--- config.mk ---
export PLATFORM = sky130hd
export DESIGN_NAME = conv_seq_ctrl
export DESIGN_NICKNAME = d
export VERILOG_FILES = /design/src/rtl/conv_seq_ctrl.sv
export SDC_FILE = /design/constraint.sdc
export NUM_CORES = 1
export LEC_CHECK = 0
export CELL_PAD_IN_SITES_DETAIL_PLACEMENT = 1
export CELL_PAD_IN_SITES_GLOBAL_PLACEMENT = 1
export CORE_ASPECT_RATIO = 0.75
export CORE_UTILIZATION = 37
export CTS_CLUSTER_DIAMETER = 100
export CTS_CLUSTER_SIZE = 25
export DETAILED_ROUTE_END_ITERATION = 12
export GPL_ROUTABILITY_DRIVEN = 0
export PLACE_DENSITY_LB_ADDON = 0.08
export SLEW_MARGIN = 20
export SYNTH_ARGS = -nofsm -noshare
export SYNTH_HDL_FRONTEND = slang
export SYNTH_SLANG_ARGS = --single-unit
--- constraint.sdc ---
create_clock -name clk1 -period 4 [get_ports clk1]
set_clock_uncertainty 0.05 [all_clocks]
set_input_delay 1.2 -clock clk1 [delete_from_list [all_inputs] [get_ports clk1]]
set_output_delay 1.2 -clock clk1 [all_outputs]
set_load 0.05 [all_outputs]
--- src/rtl/conv_seq_ctrl.sv ---
// Sequencer for a line-buffered convolution engine: it loads the weights, scans the
// padded IFM plane, walks the input channels and output filters, and flags complete windows.
module conv_seq_ctrl #(
  parameter int KMAX    = 7,
  parameter int IFM_MAX = 64,
  parameter int PAD_MAX = 3,
  parameter int CH_MAX  = 512,
  localparam int KW = $clog2(KMAX + 1),
  localparam int SW = $clog2(IFM_MAX + 2 * PAD_MAX + 1),
  localparam int AW = $clog2(IFM_MAX),
  localparam int CW = $clog2(CH_MAX + 1)
) (
  input  logic                   clk1,
  input  logic                   rst,
  input  logic                   start_conv,
  input  logic                   abort,
  input  logic                   in_valid,
  input  logic [KW-1:0]          cfg_k,
  input  logic [SW-1:0]          cfg_ifm,
  input  logic [1:0]             cfg_pad,
  input  logic [1:0]             cfg_stride,
  input  logic [CW-1:0]          cfg_ci,
  input  logic [CW-1:0]          cfg_co,
  input  logic                   cfg_pool,
  output logic                   ifm_read,
  output logic                   wgt_read,
  output logic [KMAX*KMAX-1:0]   set_wgt,
  output logic                   rd_clr,
  output logic                   win_valid,
  output logic                   acc_clr,
  output logic                   out_valid,
  output logic [AW-1:0]          addr_x,
  output logic [AW-1:0]          addr_y,
  output logic [CW-1:0]          ch_idx,
  output logic [CW-1:0]          flt_idx,
  output logic                   busy,
  output logic                   end_conv,
  output logic                   cfg_err
);

  localparam int NW  = KMAX * KMAX;
  localparam int WCW = $clog2(NW + 1);

  typedef enum logic [2:0] {IDLE, LOAD_WGT, COMPUTE, ROW_END, CH_END, FLT_END, DONE} state_t;

  state_t          state;
  logic [KW-1:0]   k_r;
  logic [SW-1:0]   ifm_r;
  logic [1:0]      pad_r;
  logic [1:0]      stride_r;
  logic [CW-1:0]   ci_r;
  logic [CW-1:0]   co_r;
  logic            pool_r;
  logic [SW-1:0]   x;
  logic [SW-1:0]   y;
  logic [1:0]      xph;
  logic [1:0]      yph;
  logic [CW-1:0]   ch;
  logic [CW-1:0]   flt;
  logic [WCW-1:0]  wcnt;

  logic            cfg_bad;
  logic [SW-1:0]   p_last;
  logic [SW-1:0]   k_last;
  logic [WCW-1:0]  k_ext;
  logic [WCW-1:0]  kk_last;
  logic [SW-1:0]   x_inc;
  logic [SW-1:0]   y_inc;
  logic [1:0]      stride_last;
  logic [1:0]      x_ph_next;
  logic [1:0]      y_ph_next;
  logic            in_x;
  logic            in_y;
  logic            advance;
  logic            win_pos;

  assign cfg_bad = (int'(cfg_k) == 0) || (int'(cfg_k) > KMAX) || (int'(cfg_stride) == 0) ||
                   (int'(cfg_pad) > PAD_MAX) || (int'(cfg_ifm) > IFM_MAX) ||
                   (int'(cfg_ci) == 0) || (int'(cfg_co) == 0) ||
                   (int'(cfg_ifm) + 2 * int'(cfg_pad) < int'(cfg_k));

  assign p_last      = ifm_r + SW'({pad_r, 1'b0}) - SW'(1);
  assign k_last      = SW'(k_r) - SW'(1);
  assign k_ext       = WCW'(k_r);
  assign kk_last     = k_ext * k_ext - WCW'(1);
  assign x_inc       = x + SW'(1);
  assign y_inc       = y + SW'(1);
  assign stride_last = stride_r - 2'd1;

  // Stride phase of a coordinate stepping forward; it restarts at 0 on the first window column/row.
  assign x_ph_next = (x_inc <= k_last) ? 2'd0 : ((xph == stride_last) ? 2'd0 : xph + 2'd1);
  assign y_ph_next = (y_inc <= k_last) ? 2'd0 : ((yph == stride_last) ? 2'd0 : yph + 2'd1);

  assign in_x    = (x >= SW'(pad_r)) && (x < SW'(pad_r) + ifm_r);
  assign in_y    = (y >= SW'(pad_r)) && (y < SW'(pad_r) + ifm_r);
  assign win_pos = (x >= k_last) && (y >= k_last) && (xph == 2'd0) && (yph == 2'd0);

  assign ifm_read  = (state == COMPUTE) && in_x && in_y;
  assign advance   = !ifm_read || in_valid;
  assign win_valid = (state == COMPUTE) && advance && win_pos;
  assign acc_clr   = win_valid && (ch == '0);
  assign wgt_read  = (state == LOAD_WGT);
  assign set_wgt   = (state == LOAD_WGT) ? (NW'(1) << wcnt) : '0;
  assign rd_clr    = (state == ROW_END) || (state == CH_END) || (state == FLT_END);
  assign addr_x    = ifm_read ? AW'(x - SW'(pad_r)) : '0;
  assign addr_y    = ifm_read ? AW'(y - SW'(pad_r)) : '0;
  assign ch_idx    = ch;
  assign flt_idx   = flt;
  assign busy      = (state != IDLE);
  assign end_conv  = (state == DONE);

  // Abort outranks every transition, including the one into DONE.
  always_ff @(posedge clk1 or posedge rst) begin
    if (rst) begin
      state     <= IDLE;
      k_r       <= '0;
      ifm_r     <= '0;
      pad_r     <= '0;
      stride_r  <= '0;
      ci_r      <= '0;
      co_r      <= '0;
      pool_r    <= 1'b0;
      x         <= '0;
      y         <= '0;
      xph       <= '0;
      yph       <= '0;
      ch        <= '0;
      flt       <= '0;
      wcnt      <= '0;
      out_valid <= 1'b0;
      cfg_err   <= 1'b0;
    end else begin
      cfg_err   <= 1'b0;
      out_valid <= !abort && win_valid && (pool_r || (ch == ci_r - CW'(1)));
      if (abort) begin
        state <= IDLE;
        x     <= '0;
        y     <= '0;
        xph   <= '0;
        yph   <= '0;
        ch    <= '0;
        flt   <= '0;
        wcnt  <= '0;
      end else begin
        case (state)
          IDLE: begin
            if (start_conv) begin
              if (cfg_bad) begin
                cfg_err <= 1'b1;
              end else begin
                k_r      <= cfg_k;
                ifm_r    <= cfg_ifm;
                pad_r    <= cfg_pad;
                stride_r <= cfg_stride;
                ci_r     <= cfg_ci;
                co_r     <= cfg_co;
                pool_r   <= cfg_pool;
                x        <= '0;
                y        <= '0;
                xph      <= '0;
                yph      <= '0;
                ch       <= '0;
                flt      <= '0;
                wcnt     <= '0;
                state    <= LOAD_WGT;
              end
            end
          end
          LOAD_WGT: begin
            if (wcnt == kk_last) begin
              wcnt  <= '0;
              state <= COMPUTE;
            end else begin
              wcnt <= wcnt + WCW'(1);
            end
          end
          COMPUTE: begin
            if (advance) begin
              if (x != p_last) begin
                x   <= x_inc;
                xph <= x_ph_next;
              end else if (y != p_last) begin
                x     <= '0;
                xph   <= '0;
                y     <= y_inc;
                yph   <= y_ph_next;
                state <= ROW_END;
              end else if (ch != ci_r - CW'(1)) begin
                x     <= '0;
                xph   <= '0;
                y     <= '0;
                yph   <= '0;
                ch    <= ch + CW'(1);
                state <= CH_END;
              end else if (flt != co_r - CW'(1)) begin
                x     <= '0;
                xph   <= '0;
                y     <= '0;
                yph   <= '0;
                ch    <= '0;
                flt   <= flt + CW'(1);
                state <= FLT_END;
              end else begin
                state <= DONE;
              end
            end
          end
          ROW_END: state <= COMPUTE;
          CH_END, FLT_END: state <= LOAD_WGT;
          DONE: begin
            x     <= '0;
            y     <= '0;
            xph   <= '0;
            yph   <= '0;
            ch    <= '0;
            flt   <= '0;
            state <= IDLE;
          end
          default: state <= IDLE;
        endcase
      end
    end
  end

endmodule

==> metrics.csv <==
stage,metric,value,unit
final_layout,syn_to_final_growth,36.3,%
logic_synthesis,synth_area,7700,µm²
worst_hold_path,hold_depth,1,
power_and_ir_drop,switching_share,47.3,%
floorplan,die_area,21400,µm²
logic_synthesis,yosysSeqAreaShare,27.3,%
floorplan,ios,130,
logic_synthesis,synthesis.nets,1006,
detailed_routing,antenna_left,0,
final_layout,fin_nets,1197,
logic_synthesis,synth_area_leaders,"dfrtp_1 (27%), ha_1 (12%), nor2_1 (5.1%), xnor2_1 (4.5%), xor2_1 (3.3%)",
setup_path,critPathKind,reg -> out,
floorplan,num_rows,45,
final_layout,n_fill_cell,2370,
logic_synthesis,avgSynthCellArea,8.68,µm²
power_and_ir_drop,p_leak,4.68,nW
clock_tree,clkLatencyLatePin,0.35,ns
detailed_routing,drt_iter0_drc,442,
timing,worst_pin_slew,0.662,ns
final_layout,final_layout_size_suffix_gt1_share,22.7,%
grt,grtUsageTotal,25.1,%
timing,tns,-10.80,ns
setup_path,endpoint_kind,output port,
placed_design,dpl_cell_area,9970,µm²
clock_tree,h-tree-depth,3,
setup_path,cp_max_fo,5,
final_layout,multi_input_area,5460,µm²
grt,grt_max_degree,53,
logic_synthesis,async_flop_share,100,%
grt,antenna_found_initial,1,
floorplan,die_h,127,µm
clock_tree,cts.sink_count,84,
timing,rsz0062_at_grt,true,
job,maxCapViolations,0,
detailed_routing,route.detailed.drc,0,
final_layout,final_cell_area,10500,µm²
logic_synthesis,synth.distinct_cells,89,
detailed_routing,wl_per_cell,19.4,µm
timing,period_minus_slack,4.77,ns
setup_path,crit-reg2reg-launch,pad_r[1],
setup_path,worst_r2r_endpoint,xph[0],
logic_synthesis,synthCells,887,
placed_design,detailedPlace.worstSlack,-0.508,ns
power_and_ir_drop,power_density,655,nW/µm²
grt,grt_pass1_wl,41.7,mm
timing,hold_viol,0,
power_and_ir_drop,ir_drop,0.288,mV
timing,setup_viol,15,
worst_hold_path,hold_end,pool_r,
power_and_ir_drop,sequentialPowerShare,19.9,%
timing,maxSlewViolCount,0,
final_layout,seq_area,2100,µm²
timing,slew_headroom,55.5,%
setup_path,cp.required,2.75,ns
power_and_ir_drop,power.total,0.00688,W
timing,fmax,210,MHz
run_status,status,"complete, but fails checks",
detailed_routing,routed_wl,26.5,mm
power_and_ir_drop,internal-power,0.00362,W
setup_path,cp-start-kind,register,
timing,worst_slack,-0.768,ns
logic_synthesis,synth_edf_count,0,
logic_synthesis,synth_seq_cells,84,
timing,whs,0.479,ns
placed_design,port_buffers,129,
setup_path,r2r_cells,14,
floorplan,start_util,37.9,%
setup_path,rrSetupSlack,0.24,ns
detailed_routing,viasPerCell,5.42,
worst_hold_path,hp-start,pool_r,
logic_synthesis,synth_top_area_share,27.3,%
clock_tree,cts_made_buffers,9,
logic_synthesis,synth_top_flop_cell,dfrtp_1,
clock_tree,cts_tree,built,
clock_tree,root_buffer,clkbuf_16,
setup_path,arrival,3.52,ns
worst_hold_path,hp-class,reg -> reg,
grt,grt_overflow,0,
clock_tree,clk_path_buf_depth,2,
power_and_ir_drop,pwr-share-comb,67.4,%
grt,grt_pass1_vias,7489,
power_and_ir_drop,clockPowerShare,12.7,%
logic_synthesis,yosysMostFrequentCell,nor2_1,
run_status,violations,negative setup slack,
detailed_routing,dr.pass1.iters,5,
timing,finalCritPeriodShare,119,%
floorplan,die_width,169,µm
logic_synthesis,synth.top_cells.by_count,"nor2_1 (105), dfrtp_1 (84), ha_1 (74)",
logic_synthesis,synth.yosys.warnings,0,
detailed_routing,via_count,7408,
power_and_ir_drop,switchingPower,0.00325,W
logic_synthesis,synth_top_area_cell,dfrtp_1,
clock_tree,clkTransAtPathRegs,0.06,ns
placed_design,dp_hpwl,20.8,mm
floorplan,core,20300,µm²
logic make-up (layout without fill, tap and decap cells):
family / count (synthesis) / after routing / synth area share [%]
simple gates: 340 / 341 / 23.4
mux: 26 / 26 / 3.87
compound gates: 194 / 194 / 18.5
xor+xnor: 71 / 71 / 8.43
buf+inv: 93 / 288 / 5.12
other cells: 0 / 1 / 0
fa+ha+maj: 79 / 79 / 13.3
flops: 84 / 84 / 27.3
metal layers:
metal | vias up | wire, µm | global-route usage [%] | share of wire [%]
met3 | 19 | 1390 | 3.93 | 5.3
li1 | 3548 | - | - | -
met4 | 2 | 270 | 5.35 | 1.0
met2 | 166 | 11500 | 38.6 | 43
met5 | - | 11 | 0 | 0.042
met1 | 3673 | 13300 | 36.8 | 50
sequential cells by signal, summed over array words and instances (netlist names):
name and count:
wcnt 6, x 7, yph 2, ch_idx 10, y 7, pad_r 2
pool_r 1, state 3, out_valid 1, ci_r 10, cfg_err 1, flt_idx 10
xph 2, ifm_r 7, co_r 10, k_r 3, stride_r 2
timing repair:
item | CTS | global route
gates cloned | 1 | 1
pin swaps | 10 | 12
endpoints found under the hold margin | 0 | 0
resized for setup | 35 | 9
setup buffers | 2 | 6
endpoints found under the setup margin | 73 | 61
hold buffers | 0 | 0
power by group through the flow:
stage               logic (W)  clock network [W]  registers [W]
detailed placement    0.00444                  0        0.00138
floorplan             0.00308                  0        0.00129
finish                0.00464           0.000872        0.00137
global route          0.00505           0.000911        0.00141
global placement      0.00430                  0        0.00136
CTS                   0.00451           0.000892        0.00137
per-stage QoR:
| step | utilization [%] | instances |
|---|---|---|
| 2_1_floorplan | - | 887 |
| 3_3_place_gp | 49.1 | 1340 |
| 3_5_place_dp | 49.1 | 1340 |
| 4_1_cts | 51.0 | 1358 |
| 5_1_grt | 51.6 | 1365 |
| 6_report | 51.6 | 1366 |
worst max path at each step:
stage                     from   endpoint  slack (ns)  cells past startpoint
floorplan             ifm_r[0]  addr_x[0]       -0.25                     10
global placement    cfg_ifm[2]   ifm_r[0]       -0.41                      8
detailed placement  cfg_pad[0]       y[1]       -0.51                     13
CTS                   pad_r[0]  addr_x[0]       -0.71                     12
global route          pad_r[0]  addr_y[2]       -0.88                     12
finish                pad_r[0]  addr_y[2]       -0.77                     12
area by class of cell:
type                            count  area share (%)
Tap cell                          282            3.36
Inverter                           53            1.92
Clock inverter                      5           0.584
Timing Repair Buffer              219            19.7
Multi-Input combinational cell    711            52.0
Sequential cell                    84            20.0
Antenna cell                        1          0.0239
Clock buffer                       11            2.31
placed cells by master (no fill, tap or decap), types with 14 or more instances in the layout:
cell type and instances:
o21ai_0 47, dlygate4sd2_1 16, nand3_1 33, nor2_1 93, a21oi_1 25, nand2_1 64, clkdlybuf4s50_1 63, inv_1 51
dfrtp_1 84, nor3_1 19, buf_12 17, xor2_1 28, ha_1 70, mux2_2 21, a21o_1 16, and3_1 14
xnor2_1 40, buf_4 117
worst max-delay path: stages (launching register included):
cell and delay (ns):
dfrtp_1 0.38, ha_2 0.20, fa_2 0.34, nand4_1 0.14
xor2_2 0.12, ha_1 0.21, or4_4 0.48, a2111o_1 0.32
buf_4 0.15, or3_4 0.38, clkbuf_16 0.19, nor2_4 0.11
buf_12 0.14
No activity file was read; power rests on OpenSTA's default activity.
